===== src/rtl/uart_pkg.sv =====
// Shared UART definitions: receiver FSM encoding and frame-format constants
// common to the receive and transmit paths.
package uart_pkg;

    typedef enum logic [1:0] {
        RX_IDLE,
        RX_START,
        RX_DATA,
        RX_STOP
    } rx_state_t;

    localparam int UART_OVERSAMPLE = 16;
    localparam int UART_DATA_BITS  = 8;

endpackage


===== src/rtl/uart_rx_fifo.sv =====
// Receive FIFO, synchronous, first-word fall-through. dout shows the head
// entry and reads as zero while empty. A push into a full FIFO is only
// accepted when a pop happens in the same clock; a pop of an empty FIFO is
// ignored.
module uart_rx_fifo #(
    parameter int WIDTH = 8,
    parameter int DEPTH = 8
) (
    input  logic             clk,
    input  logic             rst_n,
    input  logic             push,
    input  logic             pop,
    input  logic [WIDTH-1:0] din,
    output logic [WIDTH-1:0] dout,
    output logic             empty,
    output logic             full
);

    localparam int AW = $clog2(DEPTH);
    localparam int CW = AW + 1;

    logic [WIDTH-1:0] mem [DEPTH];
    logic [AW-1:0]    wr_ptr;
    logic [AW-1:0]    rd_ptr;
    logic [CW-1:0]    count;
    logic             wr_en;
    logic             rd_en;

    assign empty = (count == '0);
    assign full  = (count == CW'(DEPTH));
    assign wr_en = push && (!full || pop);
    assign rd_en = pop && !empty;
    assign dout  = empty ? '0 : mem[rd_ptr];

    // Pointers wrap naturally because DEPTH is a power of two.
    always_ff @(posedge clk or negedge rst_n) begin
        if (!rst_n) begin
            wr_ptr <= '0;
            rd_ptr <= '0;
            count  <= '0;
        end else begin
            if (wr_en) wr_ptr <= wr_ptr + AW'(1);
            if (rd_en) rd_ptr <= rd_ptr + AW'(1);
            case ({wr_en, rd_en})
                2'b10:   count <= count + CW'(1);
                2'b01:   count <= count - CW'(1);
                default: count <= count;
            endcase
        end
    end

    // Storage needs no reset: unwritten entries are masked by empty.
    always_ff @(posedge clk) begin
        if (wr_en) mem[wr_ptr] <= din;
    end

endmodule


===== src/rtl/uart_rx_control.sv =====
// UART receiver: synchronises rxd, frames 8N1 characters on baud_en ticks,
// pushes good bytes into the receive FIFO and keeps sticky error flags.
module uart_rx_control
    import uart_pkg::*;
#(
    parameter int OVERSAMPLE = UART_OVERSAMPLE,
    parameter int DATA_BITS  = UART_DATA_BITS,
    parameter int DEPTH      = 8
) (
    input  logic                 clk,
    input  logic                 rst_n,
    input  logic                 baud_en,
    input  logic                 rxd,
    input  logic                 fifo_read,
    input  logic                 clr_err,
    output logic [DATA_BITS-1:0] rx_data,
    output logic                 rda,
    output logic                 overrun,
    output logic                 framing_err
);

    localparam int TW = $clog2(OVERSAMPLE);
    localparam int BW = $clog2(DATA_BITS);

    localparam logic [TW-1:0] T_HALF = TW'(OVERSAMPLE / 2 - 1);
    localparam logic [TW-1:0] T_FULL = TW'(OVERSAMPLE - 1);
    localparam logic [BW-1:0] B_LAST = BW'(DATA_BITS - 1);

    rx_state_t            state;
    rx_state_t            state_next;
    logic [1:0]           sync;
    logic                 rxs;
    logic [TW-1:0]        tcnt;
    logic [BW-1:0]        bcnt;
    logic [DATA_BITS-1:0] shreg;

    logic tcnt_clr, tcnt_inc, bcnt_clr, bcnt_inc, shift_en, stop_sample;
    logic push, framing_set, overrun_set;
    logic fifo_empty, fifo_full;

    // Two-flop synchroniser; resets to the idle-high line level.
    always_ff @(posedge clk or negedge rst_n) begin
        if (!rst_n) sync <= 2'b11;
        else        sync <= {sync[0], rxd};
    end
    assign rxs = sync[1];

    // FSM state register.
    always_ff @(posedge clk or negedge rst_n) begin
        if (!rst_n) state <= RX_IDLE;
        else        state <= state_next;
    end

    // Next-state logic; everything advances only on baud_en ticks.
    always_comb begin
        state_next = state;
        if (baud_en) begin
            case (state)
                RX_IDLE:  if (!rxs) state_next = RX_START;
                RX_START: if (tcnt == T_HALF) state_next = rxs ? RX_IDLE : RX_DATA;
                RX_DATA:  if (tcnt == T_FULL && bcnt == B_LAST) state_next = RX_STOP;
                RX_STOP:  if (tcnt == T_FULL) state_next = RX_IDLE;
                default:  state_next = RX_IDLE;
            endcase
        end
    end

    // FSM outputs: counter control, shift strobe and the mid-stop sample.
    always_comb begin
        tcnt_clr    = 1'b0;
        tcnt_inc    = 1'b0;
        bcnt_clr    = 1'b0;
        bcnt_inc    = 1'b0;
        shift_en    = 1'b0;
        stop_sample = 1'b0;
        if (baud_en) begin
            case (state)
                RX_IDLE: tcnt_clr = 1'b1;
                RX_START: begin
                    if (tcnt == T_HALF) begin
                        tcnt_clr = 1'b1;
                        bcnt_clr = 1'b1;
                    end else begin
                        tcnt_inc = 1'b1;
                    end
                end
                RX_DATA: begin
                    if (tcnt == T_FULL) begin
                        tcnt_clr = 1'b1;
                        shift_en = 1'b1;
                        bcnt_inc = 1'b1;
                    end else begin
                        tcnt_inc = 1'b1;
                    end
                end
                RX_STOP: begin
                    if (tcnt == T_FULL) begin
                        stop_sample = 1'b1;
                        tcnt_clr    = 1'b1;
                    end else begin
                        tcnt_inc = 1'b1;
                    end
                end
                default: tcnt_clr = 1'b1;
            endcase
        end
    end

    // Good stop bit pushes; a full FIFO with no pop in the same clock drops
    // the byte as an overrun. A low stop bit only raises framing_err.
    assign push        = stop_sample && rxs;
    assign framing_set = stop_sample && !rxs;
    assign overrun_set = push && fifo_full && !fifo_read;

    // Tick counter, bit counter and LSB-first shift register.
    always_ff @(posedge clk or negedge rst_n) begin
        if (!rst_n) begin
            tcnt  <= '0;
            bcnt  <= '0;
            shreg <= '0;
        end else begin
            if (tcnt_clr)      tcnt <= '0;
            else if (tcnt_inc) tcnt <= tcnt + TW'(1);
            if (bcnt_clr)      bcnt <= '0;
            else if (bcnt_inc) bcnt <= bcnt + BW'(1);
            if (shift_en)      shreg <= {rxs, shreg[DATA_BITS-1:1]};
        end
    end

    // Sticky error flags; a new error wins over a simultaneous clear.
    always_ff @(posedge clk or negedge rst_n) begin
        if (!rst_n) begin
            overrun     <= 1'b0;
            framing_err <= 1'b0;
        end else begin
            if (overrun_set)      overrun <= 1'b1;
            else if (clr_err)     overrun <= 1'b0;
            if (framing_set)      framing_err <= 1'b1;
            else if (clr_err)     framing_err <= 1'b0;
        end
    end

    uart_rx_fifo #(
        .WIDTH (DATA_BITS),
        .DEPTH (DEPTH)
    ) u_fifo (
        .clk   (clk),
        .rst_n (rst_n),
        .push  (push),
        .pop   (fifo_read),
        .din   (shreg),
        .dout  (rx_data),
        .empty (fifo_empty),
        .full  (fifo_full)
    );

    assign rda = !fifo_empty;

endmodule


===== config.mk =====
export PLATFORM = sky130hd
export DESIGN_NAME = uart_rx_control
export DESIGN_NICKNAME = d
export VERILOG_FILES = /design/src/rtl/uart_pkg.sv /design/src/rtl/uart_rx_fifo.sv /design/src/rtl/uart_rx_control.sv
export SDC_FILE = /design/constraint.sdc
export NUM_CORES = 1
export LEC_CHECK = 0
export ABC_AREA = 1
export CAP_MARGIN = 20
export CORE_MARGIN = 5
export CORE_UTILIZATION = 60
export DETAILED_ROUTE_END_ITERATION = 6
export GPL_TIMING_DRIVEN = 1
export PLACE_DENSITY = 0.79
export SYNTH_ARGS = -nofsm -noshare
export SYNTH_HDL_FRONTEND = slang
export SYNTH_HIERARCHICAL = 1
export SYNTH_SLANG_ARGS = --single-unit

===== constraint.sdc =====
create_clock -name clk -period 4.15 [get_ports clk]
set_input_delay 0.83 -clock clk [delete_from_list [all_inputs] [get_ports clk]]
set_output_delay 0.83 -clock clk [all_outputs]
set_load 0.02 [all_outputs]

== Yosys cells after proc, flatten, opt, wreduce, memory -nomap -nowiden ==
Memories as Yosys holds them, arrays and structs flattened.
Cells that the tools add are included.
Cells by class
  magnitude comparators: 0
  reductions and logical operators: 21
  $mul: 0
  eq/ne operators: 13
  multiplexer cells: 31
  div/mod/pow operators: 0
  add/subtract/negate cells: 6
  shift operators: 0
  bitwise operators: 0
Operators with widths (number)
  1-bit 2-to-1 mux: 17
  2-bit 2-to-1 mux: 5
  2-bit nonzero test: 5
  3-bit by 1-bit adder with 3-bit output, second input constant: 3
  4-bit by 1-bit adder with 4-bit output, second input constant: 2
  4-bit equality test, second input constant: 2
  4-bit 2-to-1 mux: 2
  8-bit 2-to-1 mux: 1
  2-bit inequality test, second input constant: 4
  2-bit one-hot mux with 4 select lines: 1
  4-bit one-hot mux with 2 select lines: 1
  1-bit logical AND: 7
  2-bit equality test, second input constant: 3
  3-bit 2-to-1 mux: 2
  5-bit AND reduction: 1
  2-bit by 1-bit equality test with 1-bit output, second input constant: 2
  4-bit by 3-bit equality test with 1-bit output, second input constant: 1
  1-bit logical NOT: 4
  4-bit logical NOT: 1
  4-bit by 1-bit subtractor with 4-bit output, second input constant: 1
  3-bit equality test, second input constant: 1
  1-bit one-hot mux with 3 select lines: 1
  2-bit logical NOT: 1
  1-bit one-hot mux with 2 select lines: 1
  other kinds (2): 2
Storage, ports and cells
  logic and storage cells: 82
  output and inout port bits: 11
  ROM bits: 0
  register bits: 31
  RAM bits: 64
  memories: 1
  bits in latches: 0
Memories
  u_fifo.mem: words 8, width 8, rd ports 1, clocked after Yosys merged registers in 0, write ports 1, RTL line uart_rx_fifo.sv:22  | logic [WIDTH-1:0] mem [DEPTH];

== Logic depth before layout (Yosys ltp) ==
  word-level depth: 8
  depth in mapped cells: 15
  gate-level depth less buffers: 15

== Hierarchy ==
Netlist, hierarchy kept.
By module, submodules not included
  uart_rx_fifo: cells each 271, instances 1, area an instance 3205.6 µm²
  uart_rx_control: cells each 115, instances 1, area an instance 1104.8 µm²

== Worst setup path before layout ==
Ideal clock, no wire load.
  kind: input port to flip-flop
  start point: in baud_en
  end point: reg u_fifo.count[2]
  library setup time: 0.128 ns
  setup slack: 1.871 ns
  cell stages on the path: 12
  path buffers: 0
  data arrival time: 2.151 ns
  required time: 4.022 ns
  cells stage by stage: clkinv_4 > nor2_8 > nand3_2 > nor2_2 > nand2_2 > ha_1 > nand2_1 > nand2_1 > ha_1 > a21oi_1 > xor2_1 > o21ai_0
On the way
  longest elaborated chain between the ends: 5
RTL lines
  start: declaration: RTL line uart_rx_control.sv:12  | input logic baud_en,
  1-bit 2-to-1 mux (*): RTL line uart_rx_control.sv:76  | if (baud_en) begin
  1-bit logical AND (*): RTL line uart_rx_control.sv:111  | assign push = stop_sample && rxs;
  named net push: RTL line uart_rx_control.sv:38  | logic push, framing_set, overrun_set;
  1-bit logical AND (*): RTL line uart_rx_fifo.sv:31  | assign wr_en = push && (!full || pop);
  2-bit by 1-bit equality test with 1-bit output or 2-bit equality test (tied branches): RTL line uart_rx_fifo.sv:44  | case ({wr_en, rd_en})
  4-bit one-hot mux with 2 select lines or 2-bit nonzero test (tied branches)
  end signal: assignment: RTL line uart_rx_fifo.sv:45  | 2'b10: count <= count + CW'(1);
  end signal: assignment: RTL line uart_rx_fifo.sv:46  | 2'b01: count <= count - CW'(1);
  end signal: assignment: RTL line uart_rx_fifo.sv:47  | default: count <= count;
  end: declaration: RTL line uart_rx_fifo.sv:25  | logic [CW-1:0] count;
The timed path passes the listed nets; every way through them passes the cells marked *.
A chain may end at the register's enable or synchronous reset.

== Final worst setup path ==
  start point: reg u_fifo.rd_ptr[1]
  end point: out rx_data[4]
On the way
  longest elaborated chain between the ends: 2
RTL lines
  start: declaration: RTL line uart_rx_fifo.sv:24  | logic [AW-1:0] rd_ptr;
  start signal: assignment: RTL line uart_rx_fifo.sv:43  | if (rd_en) rd_ptr <= rd_ptr + AW'(1);
  memory read 8 x 8 bit
  8-bit 2-to-1 mux: RTL line uart_rx_fifo.sv:33  | assign dout = empty ? '0 : mem[rd_ptr];
  end: declaration: RTL line uart_rx_control.sv:16  | output logic [DATA_BITS-1:0] rx_data,
No other way between the ends.

==> reports/metrics.csv <==
metric,value,unit
most_frequent_standard_cell_in_the_layout_excluding_fill_and_tap_cells,nor2_1,
drt_first_iter_violations,217,
clk_pin_slew,0.09,ns
status,"complete, no violations",
timing.critical_path.required,3.32,ns
gp_routability_congestion,0.940,
dp_area,4490,um2
path_class,flip-flop to output pin,
critPathTopFamily,flip-flops,
clk_latency,0.35,ns
final_period_minus_worst_setup_slack,3.48,ns
fillCellCount,574,
layout.core_utilization,0.656,
timing.max_cap.violations,0,
cts-root-to-sink-buffers,2,
placed_cell_count,489,
synth_top_area_cell,edfxtp_1,
grt_pass1_vias,2703,
top_post_synthesis_cells_by_area,"edfxtp_1 (45%), dfrtp_1 (17%), nor2_1 (5.7%)",
grt_pass1_wl,13400,um
clock-root-buffer,clkbuf_8,
globalRoute.totalOverflow,0,
fin_crit_sh,0.840,
vias_per_cell,5.49,
cts-buffers-inserted,9,
synth_top_area_frac,0.446,
hold_path.class,flip-flop to flip-flop,
ctsHoldBuffers,0,
ios,17,
h_tree_depth_reported_by_cts,3,
cp.arrival,2.65,ns
syn2layout_area_growth,8.53,%
placement_rows,31,
fin_skew,0.0115,ns
syn-mean-instance-area,11.2,um2
cts.repair.resized,0,
power_density,611,nW/um2
syn_nets,400,
die_h,94.8,um
synthesis.instances,386,
synth_cell_type_count,40,
critical_path.most_common_cell,nor2_1,
max-vdd-ir-drop,0.293,mV
worst_path_maximum_fanout,26,
detail_route.drc_violations,0,
power_leakage,0.00183,uW
die_span_in_x,94.8,um
routed-via-count,2770,
synth-main-ff-cell,edfxtp_1,
max-slew-margin-rel,0.450,
core_footprint,7140,um2
route.antenna.remaining_nets,0,
antenna_cells_inserted,0,
number_of_antenna_violations_at_the_first_check_in_global_routing,0,
fin_cells,505,
fin_setup_tns,0,ns
final-max-slew-violation-count,0,
total_of_warnings_raised_by_yosys,6,
grt_setup_unrepaired,false,
mostFrequentLayoutCells,"nor2_1 (65), edfxtp_1 (64), nand2_1 (48)",
synth-edff-count,64,
initial_utilization,0.604,
cells_along_the_critical_path,"inv_1, o21ai_1, o22ai_1, nor2_1, nor2_1, clkdlybuf4s50_1",
postCtsSetupBuffers,0,
cts_sinks,95,
grt_util_all_layers,0.201,
worst_path_max_delay_cell,dfrtp_1,
finalWirelength,8180,um
mappedNetlistArea,4310,um2
fin_area,4680,um2
largest_net_degree_at_the_start_of_global_routing,34,
fp.dieArea,8980,um2
drive_above_1_share,0.158,
path_buf_inv,2,
tightest_slew,0.825,ns
synth-seq-cells,95,
fin_hold_ws,0.371,ns
portBuffers,16,
final_hold_viol_count,0,
async_reset_ff_frac,0.326,
critical_path_end_type,output pin,
post-dp-hpwl,5610,um
fraction_of_the_yosys_area_taken_by_sequential_cells,0.626,
cts_tree,yes,
dr.pass1.iters,5,
critical_path.startpoint_type,flip-flop,
setup-violations-final,0,
max_clock_freq,287,MHz
wl_per_cell,16.2,um
critical_path.max_stage_delay,0.89,ns
design.final.nets,415,
## layout make-up
class / count / area, um2 / area share
clock buffer: 9 / 124 / 0.0265
inverter: 38 / 148 / 0.0316
clock inverter: 7 / 63.8 / 0.0136
sequential: 95 / 2700 / 0.577
multi-input combinational: 239 / 1340 / 0.287
tap: 99 / 124 / 0.0265
timing repair buffer: 18 / 175 / 0.0374
## power breakdown
| part | switching (uW) | internal, uW |
|---|---|---|
| clock network | 294 | 273 |
| registers | 159 | 1070 |
| logic | 640 | 420 |
| total | 1090 | 1770 |
## layer usage
metal,wire length (um),GRT usage,up-vias
li1,-,-,1342
met1,3520,0.268,1325
met2,4040,0.329,88
met3,405,0.0263,15
met4,215,0.0889,0
met5,0,0,-
## synthesized netlist by cell type, types with 2 or more instances
master	n
o211ai_1	6
a21oi_2	4
nor2_1	65
a21oi_1	2
o21ai_2	9
xnor2_1	3
dfstp_2	2
buf_2	2
o21ai_0	10
nand3_1	9
o21ai_1	26
nor2_2	12
nand2_2	2
a31oi_1	2
buf_6	6
o211ai_2	2
xor2_1	4
nand4_1	4
buf_4	5
nand3_2	2
inv_2	5
dfrtp_1	29
nand3_4	2
ha_1	8
edfxtp_1	64
nand2_1	48
o22ai_1	9
inv_1	32
## worst reg2reg max path: stages (launching register included)
cell	delay (ns)
dfrtp_1	0.39
ha_1	0.29
nand2_4	0.11
nor2_8	0.12
nand3_2	0.09
nor2_2	0.13
nand2_2	0.11
inv_1	0.10
nand2_1	0.12
nor2_1	0.53
## final timing paths
check	cells after the start	from	slack (ns)	to
max	6	u_fifo/rd_ptr[1]	0.67	rx_data[4]
min	0	sync[0]	0.37	sync[1]
max reg2reg	9	tcnt[0]	1.79	u_fifo/mem[5][6]
min reg2reg	0	sync[0]	0.37	sync[1]
max in group asynchronous	2	rst_n	2.53	sync[1]
min in group asynchronous	1	rst_n	0.88	tcnt[2]
## registers in the layout, indices dropped and copies added (netlist names), named ones only
| name | flops |
|---|---|
| u_fifo/mem | 64 |
| u_fifo/wr_ptr | 3 |
| overrun | 1 |
| shreg | 8 |
| state | 1 |
| tcnt | 4 |
| u_fifo/rd_ptr | 3 |
| u_fifo/count | 4 |
| framing_err | 1 |
| bcnt | 3 |
| sync | 2 |
## stage by stage
stage	setup WS (ns)	total power (uW)
6_report	0.665	2860
5_1_grt	0.517	3030
4_1_cts	0.679	2870
3_5_place_dp	0.838	2310
3_3_place_gp	0.926	2270
2_1_floorplan	1.87	2010
## cells by family after synthesis
logic type	after synthesis	synth area share
AOI/OAI and AO/OA	71	0.106
xor gates and xnor gates	7	0.0142
adders and majority gates	8	0.0232
buffers and inverters	52	0.0618
DFF	95	0.626
and+or+nand+nor	153	0.169
Note: power is estimated with default switching activity, not from simulation.
